## config.mk

```make
export PLATFORM = sky130hd
export DESIGN_NAME = stream_mux
export DESIGN_NICKNAME = d
export VERILOG_FILES = /design/src/rtl/stream_mux_pkg.sv /design/src/rtl/rr_arbiter.sv /design/src/rtl/stream_mux.sv
export SDC_FILE = /design/constraint.sdc
export NUM_CORES = 1
export LEC_CHECK = 0
export BUFFER_PORTS_ARGS = -buffer_cell sky130_fd_sc_hd__buf_2
export CORE_MARGIN = 4
export CORE_UTILIZATION = 25
export CTS_BUF_LIST = sky130_fd_sc_hd__clkbuf_4 sky130_fd_sc_hd__clkbuf_8
export DETAILED_ROUTE_END_ITERATION = 8
export GPL_ROUTABILITY_DRIVEN = 0
export PLACE_DENSITY = 0.56
export SLEW_MARGIN = 20
export SYNTH_ARGS = -nofsm -noshare
export SYNTH_HDL_FRONTEND = slang
export SYNTH_HIERARCHICAL = 1
export SYNTH_SLANG_ARGS = --single-unit
```

## constraint.sdc

```tcl
create_clock -name clk -period 4.9 [get_ports clk]
set_clock_uncertainty 0.05 [all_clocks]
set_input_delay 0.49 -clock clk [delete_from_list [all_inputs] [get_ports clk]]
set_output_delay 0.49 -clock clk [all_outputs]
set_load 0.01 [all_outputs]
```

## src/rtl/stream_mux_pkg.sv

```systemverilog
// Shared types and constants for the packet-locked stream multiplexer.
package stream_mux_pkg;

  typedef enum logic {IDLE, LOCKED} stream_mux_state_t;

  localparam int unsigned MODE_FIXED = 0;
  localparam int unsigned MODE_RR    = 1;

endpackage

```

## src/rtl/rr_arbiter.sv

```systemverilog
// Combinational arbiter: fixed priority from index 0, or round-robin starting at ptr.
module rr_arbiter #(
  parameter int unsigned N     = 4,
  parameter int unsigned SEL_W = (N > 1) ? $clog2(N) : 1
) (
  input  logic [N-1:0]     req,
  input  logic [SEL_W-1:0] ptr,
  input  logic             mode,
  output logic             any,
  output logic [SEL_W-1:0] idx
);

  logic [SEL_W-1:0] start;
  logic             hi_any;
  logic [SEL_W-1:0] hi_idx;
  logic             lo_any;
  logic [SEL_W-1:0] lo_idx;

  assign start = mode ? ptr : '0;

  // Two passes emulate the wrap: first hit at or above start, else first hit overall.
  always_comb begin
    hi_any = 1'b0;
    hi_idx = '0;
    lo_any = 1'b0;
    lo_idx = '0;
    for (int i = 0; i < int'(N); i++) begin
      if (!hi_any && req[i] && (i >= int'(start))) begin
        hi_any = 1'b1;
        hi_idx = SEL_W'(i);
      end
      if (!lo_any && req[i]) begin
        lo_any = 1'b1;
        lo_idx = SEL_W'(i);
      end
    end
  end

  assign any = lo_any;
  assign idx = hi_any ? hi_idx : lo_idx;

endmodule

```

## src/rtl/stream_mux.sv

```systemverilog
// N-channel valid/ready stream mux that holds its chosen source for a whole packet
// and drives a single registered output stage.
module stream_mux
  import stream_mux_pkg::*;
#(
  parameter int unsigned N     = 4,
  parameter int unsigned W     = 8,
  parameter int unsigned MODE  = 1,
  parameter int unsigned SEL_W = (N > 1) ? $clog2(N) : 1
) (
  input  logic             clk,
  input  logic             rst_n,
  input  logic [N-1:0]     in_valid,
  input  logic [N*W-1:0]   in_data,
  input  logic [N-1:0]     in_last,
  output logic [N-1:0]     in_ready,
  output logic             out_valid,
  output logic [W-1:0]     out_data,
  output logic             out_last,
  output logic [SEL_W-1:0] out_sel,
  input  logic             out_ready
);

  stream_mux_state_t state_q, state_d;
  logic [SEL_W-1:0]  gnt_q, gnt_d;
  logic [SEL_W-1:0]  ptr_q, ptr_d;
  logic              out_valid_q;
  logic [W-1:0]      out_data_q;
  logic              out_last_q;
  logic [SEL_W-1:0]  out_sel_q;

  logic             slot_free;
  logic             arb_any;
  logic [SEL_W-1:0] arb_idx;
  logic [SEL_W-1:0] acc_idx;
  logic             acc_en;
  logic [N-1:0]     rdy;
  logic             accept;
  logic [W-1:0]     acc_data;
  logic             acc_last;

  rr_arbiter #(
    .N     (N),
    .SEL_W (SEL_W)
  ) u_arb (
    .req  (in_valid),
    .ptr  (ptr_q),
    .mode (MODE == MODE_RR),
    .any  (arb_any),
    .idx  (arb_idx)
  );

  always_comb begin
    slot_free = !out_valid_q || out_ready;
    acc_idx   = (state_q == IDLE) ? arb_idx : gnt_q;
    acc_en    = (state_q == IDLE) ? (arb_any && slot_free) : slot_free;
    rdy       = '0;
    acc_data  = '0;
    acc_last  = 1'b0;
    for (int i = 0; i < int'(N); i++) begin
      if (acc_idx == SEL_W'(i)) begin
        rdy[i]   = acc_en;
        acc_data = in_data[i*W +: W];
        acc_last = in_last[i];
      end
    end
    accept = |(rdy & in_valid);
  end

  always_comb begin
    state_d = state_q;
    gnt_d   = gnt_q;
    ptr_d   = ptr_q;
    if (accept) begin
      gnt_d = acc_idx;
      if (acc_last) begin
        state_d = IDLE;
        ptr_d   = (acc_idx == SEL_W'(N - 1)) ? '0 : acc_idx + 1'b1;
      end else begin
        state_d = LOCKED;
      end
    end
  end

  always_ff @(posedge clk or negedge rst_n) begin
    if (!rst_n) begin
      state_q     <= IDLE;
      gnt_q       <= '0;
      ptr_q       <= '0;
      out_valid_q <= 1'b0;
      out_data_q  <= '0;
      out_last_q  <= 1'b0;
      out_sel_q   <= '0;
    end else begin
      state_q <= state_d;
      gnt_q   <= gnt_d;
      ptr_q   <= ptr_d;
      if (accept) begin
        out_valid_q <= 1'b1;
        out_data_q  <= acc_data;
        out_last_q  <= acc_last;
        out_sel_q   <= acc_idx;
      end else if (out_ready) begin
        out_valid_q <= 1'b0;
      end
    end
  end

  // Hold in_ready low while reset is asserted so no upstream beat is lost.
  assign in_ready  = rdy & {N{rst_n}};
  assign out_valid = out_valid_q;
  assign out_data  = out_data_q;
  assign out_last  = out_last_q;
  assign out_sel   = out_sel_q;

endmodule

```

* Yosys cells after proc, flatten, opt, wreduce, memory -nomap -nowiden *
Index checks and enable logic that the tools add are counted.

storage, ports and cells
  bits of input ports = 43
  output and inout bits = 16
  logic and storage cells = 70
  register bits after elaboration = 15

operators by class
  bitwise operators = 2
  magnitude comparators = 3
  reductions and logical operators = 22
  eq/ne operators = 3
  add/subtract/negate cells = 1
  multiplexer cells = 33

operators with widths
  cell                                                               count
  2-to-1 mux 8 bit                                                   4
  2-to-1 mux 1 bit                                                   22
  2-to-1 mux 2 bit                                                   7
  logical AND 1 bit                                                  10
  bitwise AND 4 bit                                                  2
  logical NOT 1 bit                                                  7
  == test 2 bit (second input constant)                              2
  greater-or-equal comparator 1 x 2 -> 1 bit (first input constant)  2
  OR reduction 4 bit                                                 1
  adder 2 x 1 -> 2 bit (second input constant)                       1
  == test 2 x 1 -> 1 bit (second input constant)                     1
  greater-or-equal comparator 2 bit (first input constant)           1
  logical NOT 2 bit                                                  1
  AND reduction 2 bit                                                1
  nonzero test 2 bit                                                 1
  logical OR 1 bit                                                   1

* Depth between registers and ports, before layout *
  depth after elaboration = 22
  gate-level depth with buffers = 12
  gate-level depth less buffers = 10

* By module *
The synthesis kept the hierarchy.

by module, submodules not included
  module      area an instance (um^2)  cells an instance  seq. area each (um^2)  times used
  stream_mux  1,016.0                  125                375.4                  1
  rr_arbiter  82.6                     15                 0.0                    1

* Worst setup path after synthesis *
OpenSTA, ideal clock, no wires.

  path kind = input to register
  start = input port in_valid[2]
  end = register ptr_q[1]
  arrival time = 2.453 ns
  buffers on the path = 1
  setup time = 0.125 ns
  required time = 4.725 ns
  stages = 11
  slack = 2.272 ns
  cell sequence = a21bo_1 > a21oi_1 > a211oi_1 > mux2i_1 > inv_1 > ha_1 > buf_4 > nand3b_1 > a211oi_1 > o21ai_2 > mux2_4

between the ends
  longest elaborated chain between the ends = 14

RTL lines
  item                                                  RTL line          RTL
  start: declaration                                    stream_mux.sv:13  input logic [N-1:0] in_valid,
  logical AND 1 bit (2 in a row)                        rr_arbiter.sv:28  if (!hi_any && req[i] && (i >= int'(start))) begin
  2-to-1 mux 1 bit                                      rr_arbiter.sv:28
  logical NOT 1 bit                                     rr_arbiter.sv:28
  logical AND 1 bit                                     rr_arbiter.sv:28
  2-to-1 mux 2 bit or 2-to-1 mux 1 bit (tied branches)  rr_arbiter.sv:28
  2-to-1 mux 2 bit *                                    rr_arbiter.sv:40  assign idx = hi_any ? hi_idx : lo_idx;
  net arb_idx[0]                                        stream_mux.sv:34  logic [SEL_W-1:0] arb_idx;
  2-to-1 mux 2 bit *                                    stream_mux.sv:55  acc_idx = (state_q == IDLE) ? arb_idx : gnt_q;
  net acc_idx[0]                                        stream_mux.sv:35  logic [SEL_W-1:0] acc_idx;
  logical NOT 2 bit                                     stream_mux.sv:61  if (acc_idx == SEL_W'(i)) begin
  2-to-1 mux 1 bit (4 in a row)                         stream_mux.sv:61
  AND reduction 2 bit (no source line)                  -
  end signal: assignment                                stream_mux.sv:97  ptr_q <= ptr_d;
  end: declaration                                      stream_mux.sv:26  logic [SEL_W-1:0] ptr_q, ptr_d;

The timed path passes the listed nets; every way through them passes the cells marked *.
A chain may end at the register's enable or synchronous reset.

* Worst setup path after layout *
  start = register ptr_q[1]
  end = register ptr_q[1]

between the ends
  longest elaborated chain between the ends = 22

RTL lines
  item                                                  RTL line
  greater-or-equal comparator 1 x 2 -> 1 bit            rr_arbiter.sv:28
  logical AND 1 bit                                     rr_arbiter.sv:28
  2-to-1 mux 1 bit                                      rr_arbiter.sv:28
  logical NOT 1 bit                                     rr_arbiter.sv:28
  logical AND 1 bit (2 in a row)                        rr_arbiter.sv:28
  2-to-1 mux 1 bit                                      rr_arbiter.sv:28
  logical NOT 1 bit                                     rr_arbiter.sv:28
  logical AND 1 bit (2 in a row)                        rr_arbiter.sv:28
  (+2 left out)                                         -
  logical AND 1 bit                                     rr_arbiter.sv:28
  2-to-1 mux 2 bit or 2-to-1 mux 1 bit (tied branches)  rr_arbiter.sv:28
  2-to-1 mux 2 bit *                                    rr_arbiter.sv:40
  net arb_idx[0]                                        stream_mux.sv:34
  2-to-1 mux 2 bit *                                    stream_mux.sv:55
  logical NOT 2 bit                                     stream_mux.sv:61
  2-to-1 mux 1 bit (4 in a row)                         stream_mux.sv:61
  AND reduction 2 bit (no source line)                  -

Marked as above.

==> impl_metrics.py <==
metrics = {
    "outcome": {
        "status": "complete, no violations",
    },
    "synthesis": {
        "syn_area_per_cell_sq_um": 7.85,
        "ys_ff_latch": 15,
        "ys_top_cells_by_area": "dfrtp_1 34%, a21oi_1 13%, a22oi_1 6.2%",
        "yosys.area.top_type_share_pct": 34.2,
        "seq_area_frac_synth_pct": 34.2,
        "synth_area_leader_cell": "dfrtp_1",
        "yosys.cell_types.count": 32,
        "synth_edf_count": 0,
        "synthesis.area_sq_um": 1100,
        "synth_flop_cell": "dfrtp_1",
        "postSynthCellCount": 140,
        "ys_warn_count": 6,
        "async_flop_share_pct": 100,
    },
    "cts": {
        "cts.sinks": 15,
        "cts_repair_resize_count": 0,
        "cts.htree.levels": 1,
        "clk_latency_ns": 0.25,
        "clkTransAtPathRegs_ns": 0.07,
        "cts_hold_buf": 0,
        "cts_tree": "done",
        "clk_path_buf_depth": 2,
        "cts_root_buf": "clkbuf_8",
        "cts_buffers": 3,
        "cts_setup_buffers": 0,
    },
    "routing": {
        "via_per_inst": 4.67,
        "ant_nets": 0,
        "drtPass1Iterations": 4,
        "wire_per_inst_microns": 13.3,
        "vias": 1157,
        "route.detailed.drc": 0,
        "routed_wl_microns": 3300,
        "drt_iter0_markers": 58,
    },
    "critical_path": {
        "worstPathCellList": "o21a_1 > nor2_1 > a211oi_1 > mux2i_1 > ha_1 > a22oi_1 > a211oi_4 > buf_4 > o21ai_2 > mux2_4",
        "crit_family": "compound AO/OA/AOI/OAI gates",
        "critPathMaxStageDelay_ns": 0.65,
        "cp_max_fo": 20,
        "crit_slowest_cell": "ha_1",
        "cp.arrival_ns": 3.48,
        "required_ns": 4.99,
        "end_kind": "flip-flop",
        "cp-start-kind": "flip-flop",
        "crit_type": "flip-flop to flip-flop",
        "path_buf_inv": 1,
    },
    "timing": {
        "final.min_clock_period_ns": 3.39,
        "report.final.slew_viol_count": 0,
        "tns_ns": 0,
        "fin_crit_sh_pct": 69.3,
        "worst_pin_slew_ns": 0.660,
        "maxSlewHeadroom_pct": 56.0,
        "rsz0062_at_grt": "false",
        "hold_viol": 0,
        "max_freq_mhz": 295,
        "setup_viol": 0,
    },
    "place": {
        "io_buffers": 58,
        "dpl.cell_count": 244,
        "hpwl_microns": 2590,
    },
    "power": {
        "p_comb_share_pct": 66.9,
        "switchingPower_mw": 0.506,
        "power.density_nw_per_um2": 704,
        "p_int_mw": 0.533,
        "pwr-share-clk_pct": 9.8,
        "seqPwrFrac_pct": 23.2,
        "peakVddDrop_uv": 201,
        "swShare_pct": 48.7,
        "p_leak_nw": 0.736,
    },
    "final_layout": {
        "fill_cells": 469,
        "final_common_cell": "buf_2",
        "layout-area-overhead-vs-synth_pct": 34.3,
        "nNetsFinal": 246,
        "layout_common_cells": "58 x buf_2, 29 x a21oi_1, 16 x nor2_1, 15 x dfrtp_1, 11 x inv_1",
        "final_cells": 248,
        "n_antenna_cell": 0,
        "drive_gt1_share_pct": 34.8,
    },
    "floorplan": {
        "rows": 23,
        "die_x_microns": 74.3,
        "start_util_pct": 26.7,
        "die_area_sq_um": 5520,
        "core-area_sq_um": 4120,
        "num_io_pins": 59,
        "fp.dieH_microns": 74.3,
    },
    "global_route": {
        "grt_usage_pct": 11.9,
        "grt_pass1_wl_microns": 5070,
        "grt_remaining_overflow": 0,
        "grt_pass1_vias": 1076,
        "grt_max_degree": 22,
        "antenna_found_initial": 0,
    },
    "flow_run": {
        "maxCapViolCount": 0,
    },
    "min_path": {
        "hp-class": "primary input to asynchronous set/reset pin",
    },
}
[cells in the mapped netlist (all sizes together), types with 2 or more instances]
library cell / count
a21oi: 29
nor2: 16
dfrtp: 15
inv: 11
a22oi: 10
nand2: 10
o21ai: 9
and2: 5
buf: 5
clkbuf: 4
ha: 4
a211oi: 3
a31oi: 2
mux2: 2
mux2i: 2
nor2b: 2
[state kept, by name, indices dropped and copies added (netlist names)]
signal,count
out_data,8
out_last,1
out_sel,2
out_valid,1
ptr_q,2
state_q,1
[layout make-up]
type | instances | area, sq um | share of cell area, %
tap | 50 | 62.6 | 4.24
inverter | 11 | 41.3 | 2.80
clock inverter | 1 | 5.00 | 0.339
multi-input combinational | 109 | 652 | 44.2
sequential | 15 | 375 | 25.4
timing repair buffer | 59 | 298 | 20.2
clock buffer | 3 | 41.3 | 2.80
[power groups by stage]
stage | Combinational [mW] | Clock, mW | Sequential, mW
finish | 0.696 | 0.102 | 0.242
global route | 0.799 | 0.109 | 0.249
CTS | 0.699 | 0.103 | 0.242
detailed placement | 0.692 | 0 | 0.244
global placement | 0.686 | 0 | 0.246
floorplan | 0.495 | 0 | 0.258
[through the flow]
step	util [%]	instance area [sq um]	hold slack [ns]	setup slack (ns)	total power, mW
floorplan	-	1110	0.144	2.27	0.753
global placement	34.7	1430	0.366	1.43	0.932
detailed placement	34.7	1430	0.364	1.35	0.936
CTS	35.8	1480	0.0963	1.52	1.04
global route	35.8	1480	0.109	1.18	1.16
finish	35.8	1480	0.0810	1.51	1.04
[routing by layer]
metal  up-vias  GRT usage, %  part of all wire [%]
met5         -             0                     0
met4         0          4.74                   1.3
met3         5          1.49                   9.9
met2        56          16.6                    42
met1       499          18.4                    47
li1        597             -                     -
[final timing paths]
check / endpoint / depth (start not counted) / slack [ns] / start
max: ptr_q[1] / 10 / 1.51 / ptr_q[1]
min: state_q / 1 / 0.08 / rst_n
max reg2reg: ptr_q[1] / 10 / 1.51 / ptr_q[1]
min reg2reg: out_data[5] / 2 / 0.48 / out_data[5]
max in group asynchronous: out_data[5] / 1 / 4.46 / rst_n
min in group clk: out_data[5] / 2 / 0.48 / out_data[5]
[cells by family (layout without fill, tap and decap cells)]
family | count (synthesis) | in the layout | synth area share [%]
AO/OA/AOI/OAI | 58 | 58 | 33.0
adder cells (fa/ha/maj) | 4 | 4 | 4.56
buffers and inverters | 20 | 74 | 7.86
flip-flops | 15 | 15 | 34.2
multiplexers | 4 | 4 | 4.21
other | 1 | 5 | 0.341
AND/OR/NAND/NOR | 38 | 38 | 15.8
Power figures use the tool's default switching activity.
